`config.mk`:
```
export PLATFORM = sky130hd
export DESIGN_NAME = led7_scan_reader_flat
export DESIGN_NICKNAME = d
export VERILOG_FILES = /design/src/rtl/led7_scan_reader_pkg.sv /design/src/rtl/led7_scan_reader_if.sv /design/src/rtl/led7_scan_reader_led72bin.sv /design/src/rtl/led7_scan_reader.sv /design/src/flat_wrapper.sv
export SDC_FILE = /design/constraint.sdc
export NUM_CORES = 1
export LEC_CHECK = 0
export ABC_AREA = 1
export BUFFER_PORTS_ARGS = -buffer_cell sky130_fd_sc_hd__buf_2
export CAP_MARGIN = 20
export CORE_UTILIZATION = 30
export CTS_BUF_LIST = sky130_fd_sc_hd__clkbuf_8
export DETAILED_ROUTE_END_ITERATION = 6
export GPL_TIMING_DRIVEN = 0
export PLACE_DENSITY = 0.49
export SYNTH_ARGS = -nofsm -noshare
export SYNTH_HDL_FRONTEND = slang
export SYNTH_HIERARCHICAL = 1
export SYNTH_SLANG_ARGS = --single-unit
```
`constraint.sdc`:
```
create_clock -name clk -period 2 [get_ports clk]
set_input_delay 0.4 -clock clk [delete_from_list [all_inputs] [get_ports clk]]
set_output_delay 0.4 -clock clk [all_outputs]
set_load 0.02 [all_outputs]
```
`src/rtl/led7_scan_reader_pkg.sv`:
```
// Shared constants for 7-segment read-back: active-low segment patterns (g..a),
// special output codes and the scan FSM state type.
package led7_pkg;

  localparam logic [6:0] SEG_0     = 7'b1000000;
  localparam logic [6:0] SEG_1     = 7'b1111001;
  localparam logic [6:0] SEG_2     = 7'b0100100;
  localparam logic [6:0] SEG_3     = 7'b0110000;
  localparam logic [6:0] SEG_4     = 7'b0011001;
  localparam logic [6:0] SEG_5     = 7'b0010010;
  localparam logic [6:0] SEG_6     = 7'b0000010;
  localparam logic [6:0] SEG_7     = 7'b1111000;
  localparam logic [6:0] SEG_8     = 7'b0000000;
  localparam logic [6:0] SEG_9     = 7'b0010000;
  localparam logic [6:0] SEG_BLANK = 7'b1111111;

  localparam logic [3:0] CODE_BLANK = 4'hF;
  localparam logic [3:0] CODE_ERR   = 4'hE;

  typedef enum logic [1:0] {SCAN, DWELL, HOLD} state_t;

endpackage

```
`src/rtl/led7_scan_reader_if.sv`:
```
// Display bus in, decoded frame out with valid/ready handshake.
// The master side is the reader; the slave side is the display plus the frame consumer.
interface led7_scan_reader_if #(
  parameter int NUM_DIGITS = 4
);
  logic [NUM_DIGITS-1:0]   an_in;
  logic [6:0]              seg_in;
  logic [4*NUM_DIGITS-1:0] digits_out;
  logic [NUM_DIGITS-1:0]   blank_out;
  logic [NUM_DIGITS-1:0]   err_out;
  logic                    out_valid;
  logic                    out_ready;
  logic                    overrun;

  modport master (
    input  an_in, seg_in, out_ready,
    output digits_out, blank_out, err_out, out_valid, overrun
  );

  modport slave (
    output an_in, seg_in, out_ready,
    input  digits_out, blank_out, err_out, out_valid, overrun
  );
endinterface

```
`src/rtl/led7_scan_reader_led72bin.sv`:
```
// Combinational 7-segment pattern to 4-bit code, with blank/err flags.
module led72bin
  import led7_pkg::*;
(
  input  logic [6:0] seg,
  output logic [3:0] code,
  output logic       blank,
  output logic       err
);

  always_comb begin
    code  = CODE_ERR;
    blank = 1'b0;
    err   = 1'b0;
    case (seg)
      SEG_0:     code = 4'd0;
      SEG_1:     code = 4'd1;
      SEG_2:     code = 4'd2;
      SEG_3:     code = 4'd3;
      SEG_4:     code = 4'd4;
      SEG_5:     code = 4'd5;
      SEG_6:     code = 4'd6;
      SEG_7:     code = 4'd7;
      SEG_8:     code = 4'd8;
      SEG_9:     code = 4'd9;
      SEG_BLANK: begin
        code  = CODE_BLANK;
        blank = 1'b1;
      end
      default:   err = 1'b1;
    endcase
  end

endmodule

```
`src/rtl/led7_scan_reader.sv`:
```
// Reconstructs per-digit codes from a multiplexed active-low 7-segment bus and
// hands complete frames to a consumer over valid/ready.
module led7_scan_reader
  import led7_pkg::*;
#(
  parameter int NUM_DIGITS = 4,
  parameter int SETTLE     = 3
) (
  input  logic                   clk,
  input  logic                   rst,
  led7_scan_reader_if.master     bus
);

  localparam int         IW          = (NUM_DIGITS > 1) ? $clog2(NUM_DIGITS) : 1;
  localparam logic [3:0] SETTLE_LAST = 4'(SETTLE - 1);

  logic [NUM_DIGITS-1:0]   a_q, a_prev, a_low;
  logic [6:0]              s_q;
  state_t                  state;
  logic [3:0]              stable_cnt;
  logic [NUM_DIGITS-1:0]   seen, seen_next;
  logic [4*NUM_DIGITS-1:0] sh_code;
  logic [NUM_DIGITS-1:0]   sh_blank, sh_err;
  logic [4*NUM_DIGITS-1:0] frame_digits;
  logic [NUM_DIGITS-1:0]   frame_blank, frame_err;
  logic                    frame_valid, frame_overrun;
  logic                    a_ok, a_same, capture, complete, handshake;
  logic [IW-1:0]           k;
  logic [3:0]              dec_code;
  logic                    dec_blank, dec_err;

  led72bin u_dec (
    .seg   (s_q),
    .code  (dec_code),
    .blank (dec_blank),
    .err   (dec_err)
  );

  // Anode is usable only when exactly one strobe is low.
  assign a_low     = ~a_q;
  assign a_ok      = (a_low != '0) && ((a_low & (a_low - NUM_DIGITS'(1))) == '0);
  assign a_same    = (a_q == a_prev);
  assign capture   = (state == DWELL) && a_ok && a_same && (stable_cnt == SETTLE_LAST);
  assign complete  = &seen;
  assign handshake = frame_valid && bus.out_ready;

  always_comb begin
    k = '0;
    for (int i = 0; i < NUM_DIGITS; i++) begin
      if (a_low[i]) k = IW'(i);
    end
  end

  always_comb begin
    seen_next = complete ? '0 : seen;
    if (capture) seen_next[k] = 1'b1;
  end

  // Stage 0: input registers
  always_ff @(posedge clk or posedge rst) begin
    if (rst) begin
      a_q    <= '1;
      a_prev <= '1;
    end else begin
      a_q    <= bus.an_in;
      a_prev <= a_q;
    end
  end

  always_ff @(posedge clk) begin
    s_q <= bus.seg_in;
  end

  always_ff @(posedge clk or posedge rst) begin
    if (rst) begin
      state      <= SCAN;
      stable_cnt <= '0;
    end else begin
      case (state)
        SCAN: begin
          if (a_ok) begin
            stable_cnt <= '0;
            state      <= DWELL;
          end
        end
        DWELL: begin
          if (!a_ok) begin
            state <= SCAN;
          end else if (!a_same) begin
            stable_cnt <= '0;
          end else begin
            stable_cnt <= stable_cnt + 4'd1;
            if (capture) state <= HOLD;
          end
        end
        HOLD: begin
          if (!a_ok) begin
            state <= SCAN;
          end else if (!a_same) begin
            stable_cnt <= '0;
            state      <= DWELL;
          end
        end
        default: state <= SCAN;
      endcase
    end
  end

  // Stage 1: shadow capture; validity of entries is tracked by seen
  always_ff @(posedge clk) begin
    if (capture) begin
      sh_code[{k, 2'b00} +: 4] <= dec_code;
      sh_blank[k]              <= dec_blank;
      sh_err[k]                <= dec_err;
    end
  end

  // Stage 2: frame output and handshake
  always_ff @(posedge clk or posedge rst) begin
    if (rst) begin
      seen          <= '0;
      frame_digits  <= '0;
      frame_blank   <= '0;
      frame_err     <= '0;
      frame_valid   <= 1'b0;
      frame_overrun <= 1'b0;
    end else begin
      seen <= seen_next;
      if (complete) begin
        frame_digits <= sh_code;
        frame_blank  <= sh_blank;
        frame_err    <= sh_err;
        frame_valid  <= 1'b1;
        if (handshake)        frame_overrun <= 1'b0;
        else if (frame_valid) frame_overrun <= 1'b1;
      end else if (handshake) begin
        frame_valid   <= 1'b0;
        frame_overrun <= 1'b0;
      end
    end
  end

  assign bus.digits_out = frame_digits;
  assign bus.blank_out  = frame_blank;
  assign bus.err_out    = frame_err;
  assign bus.out_valid  = frame_valid;
  assign bus.overrun    = frame_overrun;

endmodule

```
`src/flat_wrapper.sv`:
```
// flat-port wrapper written by rule: the top's interface ports become plain ports
module led7_scan_reader_flat import led7_pkg::*;
#(
  parameter int NUM_DIGITS = 4,
  parameter int SETTLE     = 3
)
  (clk, rst, bus_an_in, bus_seg_in, bus_out_ready, bus_digits_out, bus_blank_out, bus_err_out, bus_out_valid, bus_overrun);
  led7_scan_reader_if #(.NUM_DIGITS(NUM_DIGITS)) bus_i ();
  input  logic clk;
  input  logic rst;
  input wire logic [$bits(bus_i.an_in)-1:0] bus_an_in;
  input wire logic [$bits(bus_i.seg_in)-1:0] bus_seg_in;
  input wire logic [$bits(bus_i.out_ready)-1:0] bus_out_ready;
  output wire logic [$bits(bus_i.digits_out)-1:0] bus_digits_out;
  output wire logic [$bits(bus_i.blank_out)-1:0] bus_blank_out;
  output wire logic [$bits(bus_i.err_out)-1:0] bus_err_out;
  output wire logic [$bits(bus_i.out_valid)-1:0] bus_out_valid;
  output wire logic [$bits(bus_i.overrun)-1:0] bus_overrun;
  assign bus_i.an_in = bus_an_in;
  assign bus_i.seg_in = bus_seg_in;
  assign bus_i.out_ready = bus_out_ready;
  assign bus_digits_out = bus_i.digits_out;
  assign bus_blank_out = bus_i.blank_out;
  assign bus_err_out = bus_i.err_out;
  assign bus_out_valid = bus_i.out_valid;
  assign bus_overrun = bus_i.overrun;
  led7_scan_reader #(.NUM_DIGITS(NUM_DIGITS), .SETTLE(SETTLE)) u_core (.clk(clk), .rst(rst), .bus(bus_i));
endmodule
```
==> results of run 1 <==
[report_power, final]
group / switching [W] / internal (W)
registers: 0.0000268 / 0.00161
logic: 0.000160 / 0.0000753
clock network: 0.000576 / 0.000703
[routing by layer]
layer | global-route usage [%] | up-vias | share of wire [%]
li1 | - | 1169 | -
met1 | 15.34 | 1007 | 51
met2 | 19.11 | 46 | 44
met3 | 2.807 | 8 | 3.4
met4 | 5.433 | 0 | 1.7
met5 | 0 | - | 0
[cell type report]
| class | count | area [µm²] |
|---|---|---|
| fillers | 1079 | 6501 |
| flip-flops and latches | 75 | 1972 |
| multi-input cells | 228 | 1042 |
| repair buffers | 40 | 215.2 |
| well taps | 136 | 170.2 |
| inverters | 34 | 127.6 |
| clock buffers | 9 | 123.9 |
| clock inverters | 7 | 92.59 |
| plain buffers | 6 | 32.53 |
[timing repair]
| item | in CTS | in global routing |
|---|---|---|
| endpoints found under the setup margin | 0 | 16 |
| buffers inserted | 0 | 0 |
| hold endpoints to repair | 0 | 0 |
| gates resized for setup | 0 | 2 |
[flip-flops by register name (all words and copies together) (netlist names)]
register / cells
u_core/stable_cnt: 4
u_core/a_q: 4
u_core/seen: 4
u_core/bus.out_valid: 1
u_core/sh_code: 16
u_core/bus.digits_out: 16
u_core/sh_err: 4
u_core/bus.blank_out: 4
u_core/s_q: 7
u_core/sh_blank: 4
u_core/a_prev: 4
u_core/bus.err_out: 4
u_core/state: 2
u_core/bus.overrun: 1
[final timing paths]
kind	cells after the start	slack, ns	to	from
worst max-delay path	7	0.07	u_core/sh_code[5]	u_core/a_q[3]
worst min-delay path	2	0.04	u_core/bus.digits_out[4]	rst
worst max register to register	7	0.07	u_core/sh_code[5]	u_core/a_q[3]
worst min register to register	0	0.39	u_core/a_prev[3]	u_core/a_q[3]
max in group asynchronous	3	1.39	u_core/a_prev[3]	rst
min in group clk	1	0.15	u_core/a_q[0]	bus_an_in[0]
[per-stage QoR]
step	setup WS (ns)	TNS [ns]
floorplan	0.3029	0
global placement	-0.09430	-3.257
detailed placement	0.04660	0
CTS	0.05000	0
global route	-0.06237	-0.4106
finish	0.07208	0
[cells by family (layout without fill, tap and decap cells)]
group,Yosys count,in the layout,synth area share (%)
buffers and inverters,40,96,5.053
flip-flops,75,75,62.22
XOR/XNOR,2,2,0.5528
AND/OR/NAND/NOR,214,214,29.73
adder cells (fa/ha/maj),2,2,0.7895
AO/OA/AOI/OAI,10,10,1.658
[placed cells by master, fill, tap and decap left out]
master       n
inv_1       26
nor2_8       1
nand4_1      2
clkbuf_1     3
nand3_2      2
dfrtp_1     36
a21oi_1      4
xnor2_1      2
dfxtp_1      7
o211ai_1     1
clkbuf_8     9
inv_6        1
inv_4        1
buf_12       1
inv_2        9
nand2_2     10
nand3b_1     2
dfstp_2      8
nor2_4       1
nand3_1     15
bufinv_16    2
nor2_2      10
clkinv_4     1
o21ai_0      1
nor2_1      34
buf_6        1
ha_1         2
nand2_1    132
o21ai_1      4
clkinv_2     1
nand2_4      1
edfxtp_1    24
nor3_1       2
nand3_4      1
buf_2       41
or2_1        1
==> results.ini, run 1 <==
[place]
gp_congestion = 0.7945
portBuffers = 39
dp_hpwl_um = 4241
place_area_um2 = 3555
place_inst = 519

[routing]
avgRoutedWirePerCell_um = 10.96
drt_wl_total_um = 5866
vias = 2230
first_pass_iters = 4
drc = 0
ant_nets = 0
viasPerCell = 4.168
drtIter0Drc = 82

[worst_hold_path]
hold_path.class = in2async

[floorplanning]
rows = 37
start_util_pct = 30.84
dieArea_um2 = 10980
die_h_um = 104.8
die_x_um = 104.8
coreArea_um2 = 10280
io_pins = 40

[global_routing]
grt_pass1_wl_um = 10290
first_global_vias = 2208
antenna_found_initial = 0
grt_max_degree = 26
track_usage_pct = 11.95
grt_overflow = 0

[setup_path]
critPathRequiredTime_ns = 2.02
crit_path_max_fanout = 10
start_kind = flop
path_class = reg2reg
crit_family = simple AND/OR/NAND/NOR gates
crit_slowest_cell = dfstp_2
slowest_delay_ns = 0.56
cp-end-kind = flop
worst-path-buf-inv = 1
worstPathArrival_ns = 1.95
crit_chain = buf_6 -> nand2_2 -> nand2_1 -> nand2_4 -> nor2_8 -> nand3_4 -> nor2_1

[power]
power_w = 0.003156
ir_drop_mv = 0.3541
power_density_nw_per_um2 = 835.7
leakagePower_nw = 1.971

[timing]
fin_crit_sh_pct = 96.40
post-route-min-period_ns = 1.928
setup_viol = 0
fin_hold_ws_ns = 0.04291
hold_violations = 0
finClkSkew_ns = 0.01258
worst_pin_slew_ns = 0.4787
max_slew_margin_pct = 68.08
grt_setup_unrepaired = true
maxSlewViolCount = 0
fmax_ghz = 0.5187

[cts]
clk_latency_ns = 0.35
cts_buffers = 9
postCtsHoldBufs = 0
cts_tree = done
clk_pin_slew_worst_paths_ns = 0.09
clock-sinks = 75
cts_root_buffer = clkbuf_8
cts_max_path_buffers = 2
h-tree-depth = 3

[logic_synthesis]
netlist.area_leader.share_pct = 28.42
synthCells = 343
synth_edf_count = 24
synth_cell_types = 29
synth_nets = 359
synth_area_um2 = 3169
yosysWarnings = 6
synth_most_common_cell = nand2_1
ys_ff_latch = 75
ys.flop_type = dfrtp_1
synth_common_cells = nand2_1 (132), dfrtp_1 (36), nor2_1 (36), inv_1 (26), edfxtp_1 (24)
async_reset_ff_share_pct = 58.67
netlist.top_cell.by_area = dfrtp_1
synthTopCellsByArea = dfrtp_1 (28%), edfxtp_1 (23%), nand2_1 (16%), dfstp_2 (6.6%), dfxtp_1 (4.4%)
avgSynthCellArea_um2 = 9.240
seq_area_frac_synth_pct = 62.22

[cells_and_area]
antennaDiodeCount = 0
final_util_pct = 36.74
fin_nets = 410
stdcell_count = 535
drive_above_1_share_pct = 25.31
syn2layout_area_growth_pct = 19.15
final_area_um2 = 3776

[run_status]
status = finished, final reports clean

[flow_run]
maxCapViolCount = 0

No activity file was read; power rests on OpenSTA's default activity.
==> inputs of run 2 (changes only) <==
CORE_UTILIZATION = 59   (was 30)
PLACE_DENSITY = 0.83   (was 0.49)
==> results.ini, run 2 (synthesis results as in run 1) <==
[cts]
cts_max_path_buffers = 2  ; unchanged
clock-sinks = 75  ; unchanged
clk_latency_ns = 0.33  ; -0.02 ns
post-cts-setup-buffers = 0  ; unchanged
h-tree-depth = 3  ; unchanged
cts_buffers = 9  ; unchanged
cts_tree = done
postCtsHoldBufs = 0  ; unchanged
post_cts_resized = 0  ; unchanged
clk_pin_slew_worst_paths_ns = 0.07  ; -0.02 ns
cts_root_buffer = clkbuf_8

[timing]
max_slew_margin_pct = 40.57  ; -28 points
setup_ws_ns = 0.07763  ; +0.005546 ns
setup_viol = 0  ; unchanged
fin_crit_sh_pct = 96.12  ; -0.28 points
hold_violations = 0  ; unchanged
worst_pin_slew_ns = 0.8902  ; +0.4115 ns
finClkSkew_ns = 0.005447  ; -0.007137 ns
grt_setup_unrepaired = true
fin_hold_ws_ns = 0.1623  ; +0.1194 ns
fmax_ghz = 0.5202  ; +0.29%
post-route-min-period_ns = 1.922  ; -0.005546 ns
maxSlewViolCount = 0  ; unchanged

[setup_path]
crit_path_max_fanout = 10  ; unchanged
rr_endpoint = u_core/sh_code[11]
reg2reg_from = u_core/a_q[3]
start_kind = flop
rrSetupSlack_ns = 0.08  ; about the same
critPathRequiredTime_ns = 2.00  ; -0.02 ns
path_class = reg2reg
cp-end-kind = flop
reg2reg_depth = 7  ; unchanged
worstPathArrival_ns = 1.93  ; -0.02 ns

[global_routing]
grt_overflow = 0  ; unchanged
grt-busiest-layer = met2
globalRouteMet1Util_pct = 24.71  ; +9.4 points
first_global_vias = 2054  ; -7.0%
grt_util_met2_pct = 36.11  ; +17 points
grt_max_degree = 45  ; +73%
grt_pass1_wl_um = 8652  ; -16%
antenna_found_initial = 0  ; unchanged
track_usage_pct = 21.18  ; +9.2 points
use_met3_pct = 5.688  ; +2.9 points

[cells_and_area]
drive_above_1_share_pct = 24.12  ; -1.2 points
final_area_um2 = 3637  ; -3.7%
fin_nets = 409  ; -0.24%
antennaDiodeCount = 0  ; unchanged
syn2layout_area_growth_pct = 14.77
final_common_cell = nand2_1
most-common-layout-cells = nand2_1 (132), buf_2 (41), nor2_1 (36), dfrtp_1 (36), inv_1 (27)
final_util_pct = 70.76  ; +34 points

[place]
dp_slack_ns = 0.1162  ; +0.06962 ns
gp_congestion = 0.8461  ; +6.5%
portBuffers = 39  ; unchanged
dp_hpwl_um = 3819  ; -10%
place_area_um2 = 3452  ; -2.9%

[power]
power_density_nw_per_um2 = 809.4  ; -3.2%
ir_drop_mv = 0.5864  ; +66%
power_w = 0.002944  ; -6.7%
leakagePower_nw = 1.942  ; -1.5%

[floorplanning]
start_util_pct = 61.66  ; +31 points
die_x_um = 75.29  ; -28%
rows = 26  ; -30%
io_pins = 40  ; unchanged
die_h_um = 75.29  ; -28%
dieArea_um2 = 5669  ; -48%
coreArea_um2 = 5140  ; -50%

[routing]
drt_wl_total_um = 5374  ; -8.4%
ant_nets = 0  ; unchanged
drc = 0  ; unchanged
first_pass_iters = 6  ; +2
drtIter0Drc = 178  ; +120%
vias = 2264  ; +1.5%
avgRoutedWirePerCell_um = 11.48  ; +4.7%
viasPerCell = 4.838  ; +16%

[worst_hold_path]
holdPathEnd = u_core/a_q[0]
hp-start = bus_an_in[0]
hold_path.class = in2reg
holdPathStages = 1

[flow_run]
maxCapViolCount = 0  ; unchanged

[run_status]
status = finished, final reports clean

run 2: per-stage QoR:
stage	std cells	TNS, ns
global route	468	-0.2895
CTS	468	0
floorplan	343	0
global placement	452	0
finish	468	0
detailed placement	452	0
run 2: how the worst max path moves through the flow:
stage                     slack, ns          start                 end  cells past startpoint
final                          0.08  u_core/a_q[3]  u_core/sh_code[11]                      7
after detailed placement       0.12  u_core/a_q[3]   u_core/sh_code[3]                      7
after global routing          -0.03  u_core/a_q[1]   u_core/sh_code[4]                      8
after floorplan                0.30  u_core/a_q[3]  u_core/sh_code[12]                      7
after global placement         0.07            rst     u_core/state[1]                      2
after CTS                      0.09  u_core/a_q[3]   u_core/sh_code[1]                      7
run 2: report_power, final:
| part | switching (W) | internal [W] | leakage, nW |
|---|---|---|---|
| clock | 0.000508 | 0.000560 | 0.0953 |
| sequential | 0.0000255 | 0.00162 | 0.879 |
| combinational | 0.000163 | 0.0000713 | 0.968 |
| total | 0.000697 | 0.00225 | 1.94 |
run 2: area by class of cell:
type,count,area [µm²]
fillers,417,1503
inverters,34,127.6
multi-input cells,228,1037
flip-flops and latches,75,1972
plain buffers,6,32.53
well taps,70,87.58
clock buffers,9,123.9
clock inverters,7,61.31
repair buffers,39,195.2
run 2: worst max-delay path, cell delays in order (launching register included):
cell     delay, ns
dfstp_2       0.55
buf_6         0.14
nand2_2       0.08
nand2_1       0.15
nand2_4       0.10
nor2_8        0.14
nand3_4       0.14
nor2_1        0.30
run 2: per-layer routing:
| metal | up-vias | part of all wire (%) |
|---|---|---|
| li1 | 1166 | - |
| met1 | 1025 | 45 |
| met3 | 14 | 4.5 |
| met4 | 0 | 2.6 |
| met5 | - | 0 |
| met2 | 59 | 48 |
